===== src/rtl/reg_writeback_unit.sv =====
// Register-file write-port merger: ALU results and FIFO-buffered load results share one
// registered write port; a pending-load scoreboard flags RAW hazards. Optional WB_BYPASS_EN.
module reg_writeback_unit #(
  parameter int unsigned DEPTH  = 4,
  parameter int unsigned DATA_W = 32,
  parameter int unsigned ADDR_W = 5
) (
  input  logic              clk_i,
  input  logic              reset_i,
  input  logic              alu_valid_i,
  output logic              alu_ready_o,
  input  logic [ADDR_W-1:0] alu_rd_i,
  input  logic [DATA_W-1:0] alu_data_i,
  input  logic              ld_valid_i,
  output logic              ld_ready_o,
  input  logic [ADDR_W-1:0] ld_rd_i,
  input  logic [DATA_W-1:0] ld_data_i,
  input  logic              ld_issue_valid_i,
  input  logic [ADDR_W-1:0] ld_issue_rd_i,
  input  logic [ADDR_W-1:0] rs1_addr_i,
  input  logic [ADDR_W-1:0] rs2_addr_i,
  output logic              rs1_busy_o,
  output logic              rs2_busy_o,
  output logic              reg_write_enable_o,
  output logic [ADDR_W-1:0] write_address_o,
  output logic [DATA_W-1:0] write_data_o,
  output logic              fwd1_valid_o,
  output logic              fwd2_valid_o,
  output logic [DATA_W-1:0] fwd1_data_o,
  output logic [DATA_W-1:0] fwd2_data_o
);

  localparam int unsigned PtrW    = (DEPTH > 1) ? $clog2(DEPTH) : 1;
  localparam int unsigned CntW    = PtrW + 1;
  localparam int unsigned NumRegs = 1 << ADDR_W;

  logic [ADDR_W-1:0] rd_mem_q   [DEPTH];
  logic [DATA_W-1:0] data_mem_q [DEPTH];
  logic [PtrW-1:0]   wr_ptr_q, wr_ptr_d, rd_ptr_q, rd_ptr_d;
  logic [CntW-1:0]   count_q, count_d;

  logic              we_q, we_d;
  logic              wb_load_q, wb_load_d;
  logic [ADDR_W-1:0] waddr_q, waddr_d;
  logic [DATA_W-1:0] wdata_q, wdata_d;
  logic [NumRegs-1:0] busy_q, busy_d;

  logic full, empty, push, pop, alu_sel;
  logic              sel_valid, sel_load;
  logic [ADDR_W-1:0] sel_rd;
  logic [DATA_W-1:0] sel_data;

  assign full  = (count_q == CntW'(DEPTH));
  assign empty = (count_q == '0);

  assign ld_ready_o  = !full;
  assign alu_ready_o = !full;
  assign push        = ld_valid_i && !full;
  // A full FIFO takes priority so loads cannot starve behind continuous ALU traffic.
  assign alu_sel     = !full && alu_valid_i;
  assign pop         = full || (!alu_valid_i && !empty);

  always_comb begin
    sel_valid = alu_sel || pop;
    sel_load  = pop;
    sel_rd    = pop ? rd_mem_q[rd_ptr_q]   : alu_rd_i;
    sel_data  = pop ? data_mem_q[rd_ptr_q] : alu_data_i;
  end

  always_comb begin
    wr_ptr_d = push ? wr_ptr_q + PtrW'(1) : wr_ptr_q;
    rd_ptr_d = pop  ? rd_ptr_q + PtrW'(1) : rd_ptr_q;
    count_d  = count_q;
    if (push && !pop) begin
      count_d = count_q + CntW'(1);
    end else if (pop && !push) begin
      count_d = count_q - CntW'(1);
    end
  end

  // Address/data hold when no real write is produced (including rd=0 slots).
  always_comb begin
    we_d      = sel_valid && (sel_rd != '0);
    wb_load_d = sel_load;
    waddr_d   = we_d ? sel_rd   : waddr_q;
    wdata_d   = we_d ? sel_data : wdata_q;
  end

  // Clear on a load-sourced write first so a same-cycle issue to that rd wins.
  always_comb begin
    busy_d = busy_q;
    if (we_q && wb_load_q) begin
      busy_d[waddr_q] = 1'b0;
    end
    if (ld_issue_valid_i && (ld_issue_rd_i != '0)) begin
      busy_d[ld_issue_rd_i] = 1'b1;
    end
    busy_d[0] = 1'b0;
  end

  always_ff @(posedge clk_i) begin
    if (push) begin
      rd_mem_q[wr_ptr_q]   <= ld_rd_i;
      data_mem_q[wr_ptr_q] <= ld_data_i;
    end
  end

  always_ff @(posedge clk_i) begin
    if (reset_i) begin
      wr_ptr_q  <= '0;
      rd_ptr_q  <= '0;
      count_q   <= '0;
      we_q      <= 1'b0;
      wb_load_q <= 1'b0;
      waddr_q   <= '0;
      wdata_q   <= '0;
      busy_q    <= '0;
    end else begin
      wr_ptr_q  <= wr_ptr_d;
      rd_ptr_q  <= rd_ptr_d;
      count_q   <= count_d;
      we_q      <= we_d;
      wb_load_q <= wb_load_d;
      waddr_q   <= waddr_d;
      wdata_q   <= wdata_d;
      busy_q    <= busy_d;
    end
  end

  assign reg_write_enable_o = we_q;
  assign write_address_o    = waddr_q;
  assign write_data_o       = wdata_q;

`ifdef WB_BYPASS_EN
  assign fwd1_valid_o = we_q && (waddr_q == rs1_addr_i) && (rs1_addr_i != '0);
  assign fwd2_valid_o = we_q && (waddr_q == rs2_addr_i) && (rs2_addr_i != '0);
  assign fwd1_data_o  = wdata_q;
  assign fwd2_data_o  = wdata_q;
  assign rs1_busy_o   = busy_q[rs1_addr_i] && !fwd1_valid_o;
  assign rs2_busy_o   = busy_q[rs2_addr_i] && !fwd2_valid_o;
`else
  assign fwd1_valid_o = 1'b0;
  assign fwd2_valid_o = 1'b0;
  assign fwd1_data_o  = '0;
  assign fwd2_data_o  = '0;
  assign rs1_busy_o   = busy_q[rs1_addr_i];
  assign rs2_busy_o   = busy_q[rs2_addr_i];
`endif

endmodule

===== config.mk =====
export PLATFORM = sky130hd
export DESIGN_NAME = reg_writeback_unit
export DESIGN_NICKNAME = d
export VERILOG_FILES = /design/src/rtl/reg_writeback_unit.sv
export SDC_FILE = /design/constraint.sdc
export NUM_CORES = 1
export LEC_CHECK = 0
export CORE_ASPECT_RATIO = 2
export CORE_UTILIZATION = 40
export CTS_CLUSTER_SIZE = 16
export DETAILED_ROUTE_END_ITERATION = 10
export PLACE_DENSITY = 0.62
export SLEW_MARGIN = 20
export SYNTH_ARGS = -nofsm -noshare
export SYNTH_HDL_FRONTEND = slang
export SYNTH_SLANG_ARGS = --single-unit

===== constraint.sdc =====
create_clock -name clk_i -period 4.72 [get_ports clk_i]
set_input_delay 0.944 -clock clk_i [delete_from_list [all_inputs] [get_ports clk_i]]
set_output_delay 0.944 -clock clk_i [all_outputs]
set_load 0.02 [all_outputs]

Word level (Yosys, flattened, before mapping)
Memory sizes are Yosys's and may differ from the RTL's. A register that Yosys moved wholly into a read port is not among the register bits.
Index checks and enable logic that the tools add are counted.
{"block": "classes", "add_sub_neg": 4, "n_eq_ne": 1, "shifts": 0, "bitwise": 3, "order_cmp": 6, "reduce_logical": 21, "n_mux": 20, "div": 0, "multipliers": 0}
{"cell": "$mux 32", "count": 3}
{"cell": "$and 32x32->32", "count": 1}
{"cell": "$not 32->32", "count": 1}
{"cell": "$or 32x32->32", "count": 1}
{"cell": "$lt 5x6->1 const B", "count": 4}
{"cell": "$bmux 1 s5", "count": 2}
{"cell": "$demux 1 s5", "count": 2}
{"cell": "$ge 5x1->1 const B", "count": 2}
{"cell": "$logic_and 1x1->1", "count": 10}
{"cell": "$reduce_bool 5->1", "count": 2}
{"cell": "$mux 2", "count": 4}
{"cell": "$mux 1", "count": 6}
{"cell": "$mux 3", "count": 2}
{"cell": "$logic_not 1->1", "count": 5}
{"cell": "$mux 5", "count": 1}
{"cell": "$add 2x1->2 const B", "count": 2}
{"cell": "$add 3x1->3 const B", "count": 1}
{"cell": "$eq 3x3->1 const B", "count": 1}
{"cell": "$logic_not 3->1", "count": 1}
{"cell": "$sub 3x1->3 const B", "count": 1}
{"cell": "$logic_or 1x1->1", "count": 2}
{"cell": "$reduce_bool 2->1", "count": 1}
{"block": "totals", "output_inout_bits": 108, "wordCells": 66, "rom_bits": 0, "register_bits": 78, "ram_bits": 148, "latchBits": 0, "in_bits": 94, "mem_count": 2}
{"name": "data_mem_q", "words": 4, "width": 32, "rd": 1, "rd_clocked_by_memory_dff": 1, "write_ports": 1, "line": "38", "text": "logic [DATA_W-1:0] data_mem_q [DEPTH];"}
{"name": "rd_mem_q", "words": 4, "width": 5, "rd": 1, "rd_clocked_by_memory_dff": 1, "write_ports": 1, "line": "37", "text": "logic [ADDR_W-1:0] rd_mem_q [DEPTH];"}

Depth between registers and ports, before layout
{"block": "depth", "depth_word": 9, "ltp_mapped": 10, "ltp_nobuf": 9}

Worst setup path after synthesis
OpenSTA, ideal clock, no wires.
{"block": "synth_path", "path_kind": "input -> output", "start": "input port rs1_addr_i[0]", "end": "output port rs1_busy_o", "required_ps": 3776, "arrival_ps": 2565, "path_buffers": 1, "slack_ps": 1211, "cell_stages": 4, "cell_sequence": "clkbuf_1 mux4_2 mux4_2 mux2_2"}
{"block": "synth_via", "elab_chain_cells": 2}
{"item": "start: declaration", "line": "20", "text": "input logic [ADDR_W-1:0] rs1_addr_i,"}
{"item": "$bmux 1 s5", "line": "146", "text": "assign rs1_busy_o = busy_q[rs1_addr_i];"}
{"item": "$mux 1 (not written as such)", "line": "146"}
{"item": "end: declaration", "line": "22", "text": "output logic rs1_busy_o,"}
No other way between the ends. The select of a mux whose other input is x is not followed.

Worst setup path in the final report
{"block": "layout_path", "start": "input port rs1_addr_i[1]", "end": "output port rs1_busy_o"}
The elaborated chain is that of the path after synthesis.

==> results.txt <==
Worst Hold Class - flop to flop
Num rows - 81
Sequential-to-total area share from yosys stat - 0.6023
Lkg Pwr - 4.165 nW
Post-synth EDFFs - 148
Syn. warnings - 0
1st-pass router iterations - 4
Critical Path Slowest Stage Cell - clkdlybuf4s50_1
Vias in the first global route - 6,520
Routability Congestion - 0.9428
# IOs - 202
Unrepaired setup endpoints after global routing - false
H-tree Lvls - 1
Die width - 113.8 um
Tcrit/Tclk final - 0.9586
Port buffer count - 135
Max FO, Critical Path - 8
Initial Util - 0.4079
Drt wl/cell - 18.93 um
Tmin final - 4.524 ns
Area growth, synth to finish - 20.56%
Final clock skew - 0.008849 ns
NumNets Final - 979
CTS sink count - 227
Startpoint types - input pin
Crit path DAT - 3.58 ns
Dpl hpwl - 15.78 mm
Syn avg cell area - 13.30 um2
Largest net degree at the start of global routing - 80
Cts repair resizes - 0
Worst slew pin tran - 1.090 ns
First-pass GRT wire length - 35.76 mm
# DRC - 0
Max incr delay on CP - 0.78 ns
Design area - 0.01206 mm2
Post-CTS Repair Setup Buffers - 0
Crit end category - output port
Slew headroom - 0.2730
Core Region - 0.02453 mm2
Vias/cell - 4.996
Total power draw - 6.274 mW
Final Hold Vio Count - 0
Worst vdd ir - 0.0003219 V
Layout cells sized above 1 - 0.1265
Initial drt markers - 284
CTS tree - done
Yosys reg bits - 227
Crit Path Category - input pin to output port
Grt total ovfl - 0
Count of cell types in the netlist - 43
Total CTS buffers - 20
CTS max path bufs - 3
Overall Global Routing Usage - 0.1866
CP required - 3.78 ns
Register area - 0.006028 mm2
Clock-pin slew on the worst setup and hold paths - 0.06 ns
Gate Count Post-Synth - 752
Final setup TNS - 0 ns
Status - finished clean
Footprint of the multi-input gates - 0.003498 mm2
Final WL - 23.27 mm
Max cap viols - 0
Worst skew pair latency - 0.50 ns
FFs w/ async S/R, synth - 0
Antenna violations before repair - 3
Routed Antenna Nets - 0
Die Height - 225.7 um
Cell Area, Synth - 0.01000 mm2
Root buf cell - clkbuf_16
Placed Area - 0.01139 mm2
Hold_buf cts - 0
Fmax - 221.0 MHz
Via count - 6,140
Max-slew violations - 0
Setup Viol. Count Final - 0
Cell area power density - 520.2 mW/mm2
Number of fill cells - 2,198
Critical path cell sequence - clkdlybuf4s50_1 > mux4_2 > mux4_2 > mux2_2 > clkdlybuf4s50_1
Die area - 0.02569 mm2
Main synth FF type - edfxtp_1
[flip-flops by register name, indices dropped and copies added, names as in the netlist, named ones only]
name                count
write_data_o           32
wr_ptr_q                2
data_mem_q            128
count_q                 3
busy_q                 31
write_address_o         5
reg_write_enable_o      1
rd_mem_q               20
wb_load_q               1
rd_ptr_q                2
[cells in the final DEF (no fill, tap or decap), drive strengths merged, types with 2 or more instances in the layout]
cell / instances
inv: 4
nor3b: 4
or3: 35
nand2: 84
mux2: 5
clkinvlp: 2
a21oi: 34
buf: 12
edfxtp: 148
clkinv: 7
xnor2: 2
dfxtp: 79
xor2: 3
nor2: 85
ha: 5
and3b: 2
o32ai: 2
mux2i: 36
o21ai: 34
conb: 66
clkdlybuf4s50: 134
and3: 6
nor3: 5
clkbuf: 26
nand3b: 3
bufinv: 2
a32o: 2
or3b: 2
mux4: 55
diode: 4
[critical path: cells and delay by family]
family	cells	cell delay, ns
buffers and inverters	2	1.31
muxes	3	1.32
[metal layers]
layer | vias up | GRT usage | share of wire
li1 | 2874 | - | -
met1 | 3008 | 0.1905 | 0.34
met2 | 197 | 0.3578 | 0.57
met3 | 61 | 0.02469 | 0.042
met4 | 0 | 0.1043 | 0.046
met5 | - | 0 | 0
[synth_stat cells, types with 6 or more instances]
master	n	area share
mux2i_1	36	0.036
or3_1	35	0.022
edfxtp_1	148	0.44
a21oi_1	34	0.017
nor2_1	84	0.032
buf_4	67	0.050
buf_2	9	0.0045
mux4_2	55	0.12
and3_1	6	0.0038
dfxtp_1	79	0.16
nand2_1	84	0.032
o21ai_0	34	0.017
clkbuf_1	21	0.0079
[cells by family (layout without fill, tap and decap cells)]
family | Yosys count | count (layout) | share of synthesized area
AND/OR/NAND/NOR | 231 | 231 | 0.1046
flip-flops | 227 | 227 | 0.6023
buffers and inverters | 111 | 187 | 0.07429
multiplexers | 96 | 96 | 0.1655
AO/OA/AOI/OAI | 75 | 75 | 0.04040
adder cells (fa/ha/maj) | 6 | 6 | 0.008254
XOR/XNOR | 5 | 5 | 0.004378
other | 1 | 70 | 0.0003748
[final cells by class]
cell class	instances	area share
multi-input combinational	479	0.2900
timing repair buffer	146	0.1185
tap	332	0.03444
sequential	227	0.4998
inverter	5	0.001556
clock buffer	26	0.04678
clock inverter	10	0.008091
antenna	4	0.0008299
[stage by stage]
stage | instances | hold WS, ns | util | setup WS [ns]
3_5_place_dp | 1189 | 0.4529 | 0.4642 | 0.1651
2_1_floorplan | 817 | 0.4585 | - | 1.211
6_report | 1229 | 0.4622 | 0.4918 | 0.1956
5_1_grt | 1228 | 0.4830 | 0.4917 | 0.09746
4_1_cts | 1225 | 0.4678 | 0.4912 | 0.1649
3_3_place_gp | 1189 | 0.4475 | 0.4640 | 0.2123
[report_power, final]
group,internal (mW),switching (mW),total (mW)
registers,2.44,0.229,2.67
clock network,0.953,0.707,1.66
logic,0.894,1.05,1.95
[final timing paths]
path / from / end / slack [ns] / cells after the start
worst max-delay path: rs1_addr_i[1] / rs1_busy_o / 0.20 / 5
worst min-delay path: write_data_o[29] / write_data_o[29] / 0.46 / 2
worst max register to register: flop / write_data_o[18] / 1.35 / 6
worst min register to register: write_data_o[29] / write_data_o[29] / 0.46 / 2
No activity file was read; power rests on OpenSTA's default activity.
==> RTL change, RTL diff (config.mk and constraints unchanged) <==
The parameter `ADDR_W` goes from 5 to 4.
--- a/src/rtl/reg_writeback_unit.sv
+++ b/src/rtl/reg_writeback_unit.sv
@@ -4,5 +4,5 @@
   parameter int unsigned DEPTH  = 4,
   parameter int unsigned DATA_W = 32,
-  parameter int unsigned ADDR_W = 5
+  parameter int unsigned ADDR_W = 4
 ) (
   input  logic              clk_i,
Ports: changed (6 resized); port bits go from 202 to 196. No check against the original RTL was run, so the function may have changed too.
==> RTL change against the unedited design <==
Power is 8.4% lower. Routed wire length is 12% lower. Final area decreased by 9.3%. Worst setup slack better by 0.48 ns. Synthesized area shrank 9.5%. Critical path depth shrank 1. Clock power fell by 8%. Sequential cell count down 21.
==> RTL change: results (changes against the unedited design) <==
Cells and area
  – # fillers: 1961 (was 2198)
  – Nets: 897 (was 979)
  – Layout area overhead: 20.7% (was 20.6%)
  – Max reg flops: 128 (unchanged)
  – Layout cells sized above 1: 16.1% (was 12.7%)
  – Largest Register: data_mem_q (unchanged)

Clock network
  – CTS buffer count: 19 (was 20)
  – H-tree levels: 1 (unchanged)
  – Post-CTS resize count: 0 (unchanged)
  – Root buffer cell: clkbuf_16 (unchanged)
  – Hold-fix buffers at CTS: 0 (unchanged)
  – Clk Latency, worst-skew pair: 0.49 ns
  – Clock transition at the registers of the reported paths: 0.07 ns
  – Post-CTS setup buffer count: 0 (unchanged)

Synth
  – Cells after Synth: 683 (was 752)
  – Post-synth top cells: nand2_1, edfxtp_1, buf_4 (was edfxtp_1, nand2_1, nor2_1)
  – Ys async rst share: 0% (unchanged)
  – Post-synth EDFFs: 144 (was 148)
  – Synth top area cells: edfxtp_1, dfxtp_1, mux4_2, nand2_1, buf_4 (was edfxtp_1, dfxtp_1, mux4_2, buf_4, mux2i_1)
  – Sequential element share of the synthesized area: 61.4% (was 60.2%)
  – Distinct cells, synth: 45 (was 43)
  – Ys Warns: 0 (unchanged)

Place
  – Post-DP HPWL: 13.6 mm (was 15.8 mm)
  – # placed instances: 1057 (was 1189)
  – Dpl cell area: 10300 um2 (was 11400 um2)
  – Place WS: 0.667 ns (was 0.165 ns)
  – Port bufs: 129 (was 135)
  – Routability cong.: 0.928 (was 0.943)

Min path
  – Worst hold path type: flop to flop (unchanged)
  – Hold path depth: 2 (unchanged)

Route
  – WL per Instance: 18.7 um (was 18.9 um)
  – Avg Vias per Cell: 5.14 (was 5.00)
  – Iter 0 DRT Violations: 268 (was 284)
  – Via count: 5614 (was 6140)
  – Router iterations before antenna repair: 4 (unchanged)

Pwr
  – Peak VDD IR: 326 uV (was 322 uV)
  – Sw Share: 31.9% (was 31.7%)
  – Clock power share: 26.6% (was 26.5%)
  – Leak Pwr: 3.77 nW (was 4.17 nW)
  – Comb power frac: 30.6% (was 31.0%)
  – Pwr per Cell Area: 526 nW/um2 (was 520 nW/um2)

GRT
  – First-pass GRT wire length: 31.6 mm (was 35.8 mm)
  – Initial antenna violation count: 2 (was 3)
  – Total Routing Usage GR: 18.0% (was 18.7%)
  – Pin count of the biggest net entering global routing: 41 (was 80)
  – Vias in the first global route: 5869 (was 6520)

Worst setup path
  – R2r worst-path depth: 5 (was 6)
  – Worst-path maximum fanout: 5 (was 8)
  – Worst EP arrival: 3.11 ns (was 3.58 ns)

STA
  – Post-Route Skew: 0.00964 ns (was 0.00885 ns)
  – Transition time of the tightest slew-check pin: 1.05 ns (was 1.09 ns)

Outcome
  – Status: finished, final reports clean (unchanged)
-- RTL change: cell types whose count changed in the layout (fill, tap and decap cells not counted), moves of 17 or more --
cell	before	now
nand2_1	84	152
a31oi_1	0	34
o21ai_0	34	16
or3_1	35	1
nor2_1	84	11
mux2i_1	36	2
a31o_2	1	32
a21oi_1	34	16
dfxtp_1	77	60
-- RTL change: routing by layer --
layer | GRT usage, % | part of all wire (%) | up-vias
li1 | - | - | 2649
met1 | 18.6 | 36 | 2769
met2 | 34.5 | 57 | 156
met3 | 2.12 | 3.6 | 40
met4 | 8.47 | 3.5 | 0
met5 | 0 | 0 | -
-- RTL change: logic make-up (layout without fill, tap and decap cells) --
group | after synthesis | in the layout | synth area share (%)
compound gates | 113 | 113 | 8.72
xor+xnor | 5 | 5 | 0.484
fa+ha+maj | 6 | 6 | 0.912
buf+inv | 111 | 177 | 8.02
flops | 206 | 206 | 61.4
mux | 48 | 48 | 11.4
other cells | 1 | 68 | 0.0414
simple gates | 193 | 193 | 8.98
-- RTL change: final cells by class --
class,count,share of cell area (%)
repair buffers,140,12.5
clock buffers,25,4.64
diodes,2,0.0458
flip-flops and latches,206,50.9
multi-input cells,431,27.7
clock inverters,8,0.904
inverters,4,0.137
well taps,276,3.16
-- RTL change: final timing paths --
check / slack [ns] / start / to
worst max-delay path: 0.67 / rs2_addr_i[1] / rs2_busy_o
worst min-delay path: 0.48 / write_data_o[5] / write_data_o[5]
worst max register to register: 1.75 / flop / write_data_o[9]
worst min register to register: 0.48 / write_data_o[5] / write_data_o[5]
-- RTL change: critical path: stages --
cell	delay (ns)
clkdlybuf4s50_1	0.60
mux4_2	0.54
mux4_2	0.47
clkdlybuf4s50_1	0.54
